--- src/rtl/output_arbiter.sv ---
// Per-output-port switch allocator: round-robin grant held from bop to eop,
// with the granted input streamed through a one-deep registered valid/ready stage.
module output_arbiter #(
  parameter int DATA_WIDTH      = 70,
  parameter int NUMBER_CHANNELS = 5,
  parameter int PTR_W           = 3
) (
  input  logic                                  clk,
  input  logic                                  rst,
  input  logic [NUMBER_CHANNELS-1:0]            req,
  input  logic [NUMBER_CHANNELS-1:0]            in_val,
  input  logic [NUMBER_CHANNELS*DATA_WIDTH-1:0] din,
  output logic [NUMBER_CHANNELS-1:0]            rd,
  output logic [NUMBER_CHANNELS-1:0]            gnt,
  output logic [DATA_WIDTH-1:0]                 dout,
  output logic                                  out_val,
  input  logic                                  out_ready,
  output logic                                  busy
);

  typedef enum logic {IDLE, LOCKED} state_e;

  state_e                     state_q, state_d;
  logic [NUMBER_CHANNELS-1:0] gnt_q, gnt_d;
  logic [PTR_W-1:0]           g_q, g_d;
  logic [PTR_W-1:0]           rr_ptr_q, rr_ptr_d;
  logic [DATA_WIDTH-1:0]      dout_q;
  logic                       out_val_q;

  logic                       pick_vld;
  logic [PTR_W-1:0]           pick_idx;
  int                         idx;
  logic [DATA_WIDTH-1:0]      cur_flit;
  logic                       pop, eop_pop;

  // First requester at or above rr_ptr, wrapping past the last channel.
  always_comb begin
    pick_vld = 1'b0;
    pick_idx = '0;
    idx      = 0;
    for (int k = 0; k < NUMBER_CHANNELS; k++) begin
      idx = int'(rr_ptr_q) + k;
      if (idx >= NUMBER_CHANNELS) idx = idx - NUMBER_CHANNELS;
      if (!pick_vld && req[idx]) begin
        pick_vld = 1'b1;
        pick_idx = PTR_W'(idx);
      end
    end
  end

  assign cur_flit = din[int'(g_q)*DATA_WIDTH +: DATA_WIDTH];
  assign pop      = (state_q == LOCKED) && in_val[g_q] && (!out_val_q || out_ready);
  assign eop_pop  = pop && cur_flit[DATA_WIDTH-2];

  always_ff @(posedge clk or negedge rst) begin
    if (!rst) begin
      state_q  <= IDLE;
      gnt_q    <= '0;
      g_q      <= '0;
      rr_ptr_q <= '0;
    end else begin
      state_q  <= state_d;
      gnt_q    <= gnt_d;
      g_q      <= g_d;
      rr_ptr_q <= rr_ptr_d;
    end
  end

  always_comb begin
    state_d  = state_q;
    gnt_d    = gnt_q;
    g_d      = g_q;
    rr_ptr_d = rr_ptr_q;
    case (state_q)
      IDLE: begin
        if (pick_vld) begin
          state_d = LOCKED;
          g_d     = pick_idx;
          gnt_d   = NUMBER_CHANNELS'(1) << pick_idx;
        end
      end
      LOCKED: begin
        // Other requests are ignored until the eop flit leaves the input buffer.
        if (eop_pop) begin
          state_d  = IDLE;
          gnt_d    = '0;
          rr_ptr_d = (g_q == PTR_W'(NUMBER_CHANNELS-1)) ? '0 : g_q + PTR_W'(1);
        end
      end
      default: state_d = IDLE;
    endcase
  end

  always_comb begin
    rd = '0;
    if (pop) rd[g_q] = 1'b1;
    busy = (state_q == LOCKED);
  end

  always_ff @(posedge clk or negedge rst) begin
    if (!rst) begin
      dout_q    <= '0;
      out_val_q <= 1'b0;
    end else if (pop) begin
      dout_q    <= cur_flit;
      out_val_q <= 1'b1;
    end else if (out_ready) begin
      out_val_q <= 1'b0;
    end
  end

  assign gnt     = gnt_q;
  assign dout    = dout_q;
  assign out_val = out_val_q;

endmodule

--- config.mk ---
export PLATFORM = sky130hd
export DESIGN_NAME = output_arbiter
export DESIGN_NICKNAME = d
export VERILOG_FILES = /design/src/rtl/output_arbiter.sv
export SDC_FILE = /design/constraint.sdc
export NUM_CORES = 1
export LEC_CHECK = 0
export BUFFER_PORTS_ARGS = -buffer_cell sky130_fd_sc_hd__buf_2
export CORE_AREA = 5 5 172 174
export DETAILED_ROUTE_END_ITERATION = 12
export DIE_AREA = 0 0 177 179
export MAX_ROUTING_LAYER = met4
export PLACE_DENSITY = 0.56
export SYNTH_ARGS = -nofsm -noshare
export SYNTH_HDL_FRONTEND = slang
export SYNTH_SLANG_ARGS = --single-unit
--- constraint.sdc ---
create_clock -name clk -period 5.05 [get_ports clk]
set_input_delay 0.7575 -clock clk [delete_from_list [all_inputs] [get_ports clk]]
set_output_delay 0.7575 -clock clk [all_outputs]
set_load 0.05 [all_outputs]
# Word level (Yosys, flattened, before mapping)
# Cells that the tools add are included.
# word_totals
memories	0
input_bits	363
register_bits	83
output_inout_bits	82
romBits	0
latch_bits	0
mem_bits_rw	0
# classes
bitwise	1
n_mux	44
n_addsub	10
div_mod_pow	0
n_mul	1
n_shift	2
reduce_logical	18
n_eq_ne	3
magnitude_cmp	12
# op_table
op	count
variable part select 350 x 11 -> 70 bit	1
< comparator 32 x 5 -> 1 bit, second input constant	5
2-to-1 mux 32 bit	5
2-to-1 mux 1 bit	21
subtractor 4 x 3 -> 5 bit, second input constant	4
binary-select mux 1 bit (select 3 bit)	6
2-to-1 mux 3 bit	6
>= comparator 4 x 3 -> 1 bit, second input constant	4
2-to-1 mux 5 bit	3
case mux 5 bit (2 select lines)	1
multiplier 3 x 6 -> 9 bit, second input constant	1
adder 3 x 2 -> 4 bit, second input constant	2
logical AND 1 bit	8
AND reduction 2 bit	3
logical NOT 1 bit	5
<< shifter 1 x 3 -> 5 bit, first input constant	1
adder 3 x 1 -> 4 bit, second input constant	1
adder 3 x 3 -> 4 bit, second input constant	1
< comparator 3 x 4 -> 1 bit, second input constant	1
subtractor 3 x 3 -> 4 bit, second input constant	1
adder 3 x 1 -> 3 bit, second input constant	1
demux 1 bit (select 3 bit)	1
equality test 3 bit, second input constant	1
>= comparator 3 x 1 -> 1 bit, second input constant	1
other kinds (7)	7

# Logic depth before layout (Yosys ltp)
# Gate-level depths: netlist of the first run.
# logic_depth
word_depth	21
depth_mapped	14
depth_no_buf	13

# Worst setup path before layout of the first run
# Ideal clock, no wire load.
# synth_timing
path_type	register to output
start	reg g_q[0]
end	out rd[0]
n_path_buf	2
path_stages_with_launch	9
path_slack_ns	1.101
arrival_time_ns	3.192
path_cell_list	dfrtp_1 -> clkinv_1 -> nor2_1 -> a21oi_1 -> o22ai_1 -> nand3_1 -> clkbuf_1 -> buf_1 -> nor4_1
# synth_between
elab_chain_cells	5
# synth_lines
element	line_no	text
start: declaration	25	logic [PTR_W-1:0] g_q, g_d;
start signal: assignment	64	g_q <= g_d;
< comparator 3 x 4 -> 1 bit (implied by the code), or another cell as far along	96	if (pop) rd[g_q] = 1'b1;
logical AND 1 bit (implied by the code) or 2-to-1 mux 1 bit (tied branches)	96, 52	
2-to-1 mux 1 bit (implied by the code) or logical AND 1 bit (tied branches)	96, 52	
demux 1 bit (select 3 bit) or logical AND 1 bit (tied branches)	96, 52	
2-to-1 mux 5 bit (*)	96	
end: declaration	13	output logic [NUMBER_CHANNELS-1:0] rd,
# Every way passes the cells marked *; elsewhere a longest branch is shown, timed or not. The select of a mux whose other input is x is not followed.

# Worst setup path in the final report of the first run
# layout_timing
start	reg g_q[2]
end	out rd[0]
# The elaborated chain is that of the path after synthesis.

==> run summary, run 1 <==
The number of detailed-route iterations in the first pass is 5. The final setup violation count came out at 0. The total half-perimeter wirelength after legalization and detailed placement is 27,300 um. Measured along the y axis, the die boundary spans 179 um. The synthesized design contains 83 register bits.

After clock tree synthesis, the clock-pin slew on the worst setup and hold paths is 0.07 ns. The number of endpoints with negative hold slack in the final report came out at 0. CTS saw 83 sinks. The area growth from synthesis to layout came out at 40.9%.

The number of enable-type register cells in the synthesized netlist is 0. The total I/O pin count is 445. The static leakage came out at 4.87 nW. After synthesis the cells add up to 7100 um2.

The number of unique standard cell types used by synthesis is 74. The H-tree depth is 3. The post-synthesis cell count is 872. The design draws 7.19 mW. In this run the biggest area consumer among cell types represents 29.2% of the synthesized area. The worst slew margin relative to its limit is 26.4%. The share of layout cells above drive strength 1 came out at 41.4%. The number of max-cap violations is 0. The adder and majority gate portion of the synthesized area came out at 2.29%.

The remaining routing DRC violations is 0. The average size of a mapped cell came out at 8.14 um2. The highest clock frequency the design can meet came out at 259 MHz. The instance area at placement came out at 9670 um2.

The wire length of the first global-routing pass is 50,100 um. The run finished with clean final reports. The average wire per standard cell came out at 21.1 um. After routing the design area is 10,000 um2. The floorplan has 61 rows. The endpoint type of the worst setup path is an output pin.

The multiplexer area fraction after synthesis is 19.4%. The initial cell density of the core came out at 25.7%. Once the clock tree was built, the resizer swapped 0 gates to a different size. The count of warnings emitted by yosys is 0. The area enclosed by the die boundary is 31,700 um2. For this run, the leading register cell type out of synthesis is dfrtp_1.

CTS placed an instance of clkbuf_16 at the clock tree root. The setup clock skew after layout is 0.0114 ns. After synthesis, the share of flip-flops with an asynchronous set or reset is 100%.

The number of nets in the synthesized netlist is 1,248. Entering global routing, the biggest net connects 98 pins. The synthesized netlist devotes 26.1% of its cell area to compound gates. The initial antenna violation count came out at 11. The setup slack of the critical path after layout came out at 1.19 ns. The area fraction in and, or, nand and nor cells after synthesis is 17.5%.

The power per cell area came out at 718 nW/um2. STA puts the critical path data arrival time at 3.11 ns. The max-slew violation total from the final report was 0. The latest clock arrival within the worst-skew pair is 0.34 ns. The transition time of the tightest slew-check pin came out at 1.10 ns.

Data on the critical path is required at its endpoint by 4.29 ns. The last weighted congestion value of the routability-driven placer is 0.915. Setup repair after global routing left no endpoint under its margin.

The overall fraction of global-route tracks in use is 21.2%. The CTS buffer count is 9. The final critical path takes up 76.5% of the cycle. After synthesis, the largest family of logic cells by area is compound AO/OA/AOI/OAI gates. Buffers added to address setup during post-CTS repair amount to 0. The die is 177 um wide. TritonCTS built the clock tree.

The number of global-route vias before repair came out at 8,266. For the final routed database, the setup TNS stands at 0 ns. The highest fanout seen on the critical path is 51. In this run the remaining antenna-violating nets after routing total 0. The maximum clock insertion buffer count is 2.

The path class of the tightest hold or removal check is in2async. The number of nets in the finished design came out at 1,644. The critical path in this run is classified as reg2out. The core footprint came out at 27,600 um2.

The overall overflow remaining after global route came out at 0. The synthesized design spends more area on one cell type than any other, namely dfrtp_1. The number of violations reported at the end of detailed-routing iteration 0 is 529. OpenSTA, run right after detailed placement, puts the worst setup slack at 1.24 ns. The routed layout has 8,267 vias. The minimum hold slack is 0.393 ns. Across the VDD grid, the largest voltage drop is 0.294 mV. The count of buffers added on input and output ports is 444.

Yosys attributes the largest share of cell area to dfrtp_1 29%, mux2i_1 13%, o21ai_0 8.0%. The share of the Yosys chip area taken by registers is 29.2%. The synthesized-area fraction occupied by xor and xnor cells is 0.476%. The detailed-route vias per instance came out at 4.98. The number of hold buffers added after cts is 0. STA classifies the critical path startpoint as a flop.

The post-layout minimum cycle time came out at 3.86 ns. For this block, the routed nets add up to 35,000 um of wire.
[sequential cells by signal, indices dropped and copies added (netlist names)]
signal,count
gnt,5
dout,70
busy,1
rr_ptr_q,3
out_val,1
g_q,3
[stage by stage]
step,util [%],std cells
after global placement,35.0,1635
final,36.2,1661
after floorplan,-,872
after global routing,36.2,1661
after detailed placement,35.0,1635
after CTS,36.1,1651
[cell families after synthesis]
group	Yosys count
muxes	116
and+or+nand+nor	269
adders and majority gates	13
xor gates and xnor gates	3
AOI/OAI and AO/OA	299
buffers and inverters	89
DFF	83
[synthesized netlist by cell type (all sizes together), types with 3 or more instances]
cell	n
o211ai	5
clkbuf	53
a21o	6
nor4	6
mux4	16
nand3	6
a221oi	3
a22oi	22
o21ai	115
nand2b	13
o22a	20
a31oi	17
nor3	5
and3	5
dfrtp	83
nand2	120
mux2	7
buf	22
ha	13
nor2b	20
o22ai	4
o221ai	4
mux2i	93
a21oi	75
nor2	79
o31ai	4
inv	13
[layout by cell type (no fill, tap or decap), types with 19 or more instances in the layout]
cell type	count
a22oi_1	22
o21ai_0	114
nor2b_1	19
o22a_1	20
dfrtp_1	80
a21oi_1	73
nor2_1	76
nand2_1	120
buf_2	443
mux2i_1	93
[worst max-delay path, stage by stage, from the launching register on]
cell	delay, ns
dfrtp_4	0.73
nand2b_2	0.29
buf_4	0.27
o22ai_1	0.32
nand3_4	0.46
nor4_1	0.32
buf_2	0.32
[power by group]
part	leakage, nW	internal, mW	switching [mW]
Sequential	1.05	0.966	0.274
Combinational	3.67	1.79	3.45
Clock	0.154	0.403	0.300
[per-layer routing]
metal	vias to the layer above	track usage [%]	wire [um]
met5	-	-	0
met4	0	6.96	784
met3	50	4.58	2360
met2	349	35.5	17600
met1	3907	25.7	14200
li1	3961	-	-
[worst paths after layout]
path	start	end	slack, ns	cells after the start
setup / recovery	g_q[2]	rd[0]	1.19	6
hold / removal	rst	dout[31]	0.39	1
setup reg to reg	rr_ptr_q[1]	gnt[1]	1.25	11
hold reg to reg	dout[30]	dout[30]	0.48	2
max in group asynchronous	rst	dout[65]	3.65	2
min in group clk	dout[30]	dout[30]	0.48	2
[layout make-up]
class | count | area [um2]
well taps | 378 | 473
inverters | 14 | 52.6
fillers | 2965 | 17600
multi-input cells | 700 | 4720
repair buffers | 460 | 2340
flip-flops and latches | 83 | 2090
clock buffers | 10 | 239
diodes | 10 | 25.0
clock inverters | 6 | 70.1
Note: power is estimated with default switching activity, not from simulation.
==> inputs of run 2 (changes only) <==
Settings changed: PLACE_DENSITY 0.56 to 0.58.
Clock period 5.05 ns to 3.15 ns, I/O delays scaled along.
==> run summary, run 2 (same netlist as run 1, synthesis figures left out) <==
The remaining routing DRC violations is 0 (unchanged). The endpoint type of the worst setup path is a flop. The last weighted congestion value of the routability-driven placer is 0.903 (-1.3%).

The number of cells on the critical path came out at 11 (+5). The area enclosed by the die boundary is 31,700 um2 (unchanged). The number of global-route vias before repair is 8,396 (+1.6%). The count of placed standard cells in the final layout, fillers left out is 1,691 (+1.8%).

The net switching power of the design is 6.76 mW (+68%). The run finished with clean final reports. The final setup violation count was 0 (unchanged). The tree is rooted in a clkbuf_16. The setup slack after placement is -0.0556 ns (-1.30 ns).

The setup slack of the critical path after layout came to 0.132 ns (-1.05 ns). The largest stage delay on the critical path is 0.55 ns (-0.18 ns). The number of violations reported at the end of detailed-routing iteration 0 came out at 663 (+25%). The overall fraction of global-route tracks in use came out at 21.2% (-0.041 points). The initial antenna violation count came out at 6 (-5). The maximum clock insertion buffer count came out at 2 (unchanged). The number of endpoints with negative hold slack in the final report is 0 (unchanged).

The total half-perimeter wirelength after legalization and detailed placement came to 27,600 um (+1.0%). The cell area after layout was 10,400 um2 (+4.0%). The post-CTS clock slew at the launch and capture registers of the worst setup and hold paths is 0.07 ns (about the same). The static leakage came to 5.07 nW (+4.0%). The width of the chip came out at 177 um (unchanged). The number of max-cap violations came to 0 (unchanged). The latest clock arrival within the worst-skew pair came to 0.35 ns (about the same). The number of buffer and inverter stages on the critical path came out at 2 (unchanged). The slowest library cell on the worst path is or4b_4. The number of detailed-route iterations in the first pass is 5 (unchanged).

The min-delay analysis places its worst path in the category in2async. The antenna violation net count after detailed routing came out at 0 (unchanged). Derived from the worst setup path, the maximum achievable clock frequency is 331 MHz.

The average wire per standard cell is 20.7 um (-1.6%). The top cell family by delay on the critical path is compound AO/OA/AOI/OAI gates. The CTS buffer count came to 9 (unchanged).

STA classifies the critical path startpoint as a flop. The filler cell count in the final layout is 2,963 (-0.067%). The detailed-route vias per instance came out at 4.97 (-0.12%). The total power draw is 12.5 mW (+74%). The internal power summed over all cells is 5.72 mW (+81%).

The H-tree depth is 3 (unchanged). The start-to-end type of the worst setup path is reg2reg. The die span in y is 179 um (unchanged). The number of placement rows came to 61 (unchanged).

The number of nets in the finished design came to 1,677 (+2.0%). The max-slew violation total from the final report is 0 (unchanged). The total clock sinks is 83 (unchanged). The clock tree from TritonCTS is done. The worst slew margin relative to its limit came to 44.5% (+18 points). The wire length after detailed routing is 35,000 um (+0.13%). The required time at the worst-slack endpoint is 3.38 ns (-0.91 ns). The transition time of the tightest slew-check pin is 0.832 ns (-0.269 ns). The combinational share of power is 75.5% (+2.6 points). The wire length of the first global-routing pass came out at 49,900 um (-0.32%). Leaving out fill and tap cells, the most frequent cells in the layout are 443 x buf_2, 120 x nand2_1, 113 x o21ai_0, 93 x mux2i_1, 80 x dfrtp_1. The library cell used most frequently in the layout, excluding fill and tap cells, is buf_2. The area growth from synthesis to layout is 46.5%. The instance area at placement was 9920 um2 (+2.5%).

The worst reg2reg path depth came to 11 (unchanged). The via count came out at 8,406 (+1.7%). The total I/O pin count is 445 (unchanged). The share of layout cells above drive strength 1 was 43.7% (+2.3 points). The fraction of power consumed by sequential logic is 14.7% (-2.6 points).

The largest net degree at the start of global routing is 96 (-2.0%). The power per cell area came out at 1200 nW/um2 (+67%). The part of the cycle the worst path needs came out at 95.8%.

The maximum vdd drop is 0.437 mV (+49%). In this design, the critical path's most frequently occurring cell is buf_4. The overall overflow remaining after global route came out at 0 (unchanged). The core footprint came out at 27,600 um2 (unchanged).

The critical path goes through buf_4 -> ha_1 -> buf_4 -> or2_1 -> o32a_1 -> or4b_4 -> a21boi_0 -> o21bai_1 -> mux2_4 -> nor2_2 -> a32o_1. The worst path in the final design needs a cycle of 3.02 ns, including I/O delays and setup. The highest fanout seen on the critical path is 10 (-80%). The setup clock skew after layout is 0.0125 ns (+0.00109 ns). The count of port buffers added during placement was 444 (unchanged). The flip-flop count of the largest register, all copies and words added came to 70 (unchanged). The initial cell density of the core is 25.7% (unchanged).

The count of placed standard cells including taps is 1,664 (+1.8%). The switching portion of total power came out at 54.2% (-1.9 points). The relative contribution of the clock network to total power came to 9.7% (about the same). The number of hold buffers added after cts was 0 (unchanged). The critical path data arrival time is 3.25 ns (+0.14 ns).
-- run 2: changes by cell type in the layout (fill, tap and decap cells not counted), moves of 3 or more --
cell     before  now
buf_12        0    3
buf_4        17   47
diode_2      10    7
ha_1         13   10
-- run 2: metrics by stage --
step | util [%] | hold WS, ns | TNS [ns]
6_report | 37.6 | 0.206 | 0
5_1_grt | 37.6 | 0.257 | -0.0345
3_5_place_dp | 35.9 | 0.465 | -0.167
3_3_place_gp | 35.9 | 0.458 | 0
2_1_floorplan | - | 0.177 | -2.06
4_1_cts | 37.2 | 0.226 | 0
-- run 2: timing repair --
item,4_1_cts,5_1_grt
setup endpoints to repair,7,12
buffers inserted,0,4
pin swaps,0,6
gates resized for setup,2,19
-- run 2: area by class of cell --
| class | instances | area [um2] | share of cell area, % |
|---|---|---|---|
| inverters | 14 | 52.6 | 0.505 |
| diodes | 7 | 17.5 | 0.168 |
| multi-input cells | 700 | 4810 | 46.2 |
| repair buffers | 493 | 2630 | 25.3 |
| well taps | 378 | 473 | 4.55 |
| flip-flops and latches | 83 | 2090 | 20.1 |
| clock inverters | 6 | 95.1 | 0.914 |
| clock buffers | 10 | 239 | 2.30 |
-- run 2: final timing paths --
check                            start           to  slack, ns
max in group asynchronous          rst  rr_ptr_q[0]       2.18
setup reg to reg           rr_ptr_q[1]       gnt[0]       0.13
hold reg to reg               dout[53]     dout[53]       0.47
min in group clk              din[323]     dout[43]       0.43
hold / removal                     rst     dout[45]       0.21
setup / recovery           rr_ptr_q[1]       gnt[0]       0.13
-- run 2: worst register-to-register path, cell delays in order (launching register included) --
cell	delay, ns
dfrtp_1	0.39
buf_4	0.18
ha_1	0.25
buf_4	0.19
or2_1	0.23
o32a_1	0.32
or4b_4	0.55
a21boi_0	0.16
o21bai_1	0.16
mux2_4	0.18
nor2_2	0.05
a32o_1	0.25
-- run 2: power groups by stage --
stage / clock network [mW] / registers (mW) / logic (mW)
after detailed placement: 0 / 1.90 / 9.09
after global routing: 1.30 / 1.90 / 10.2
final: 1.22 / 1.84 / 9.42
after CTS: 1.27 / 1.89 / 9.15
after global placement: 0 / 1.89 / 9.06
after floorplan: 0 / 3.24 / 4.90
-- run 2: metal layers --
metal	share of wire [%]	vias to the layer above	global-route usage, %	routed length (um)
met5	0	-	-	0
met2	51	341	35.9	17800
met4	1.8	0	5.83	647
met3	7.2	41	4.18	2530
met1	40	3988	25.9	14000
li1	-	4036	-	-
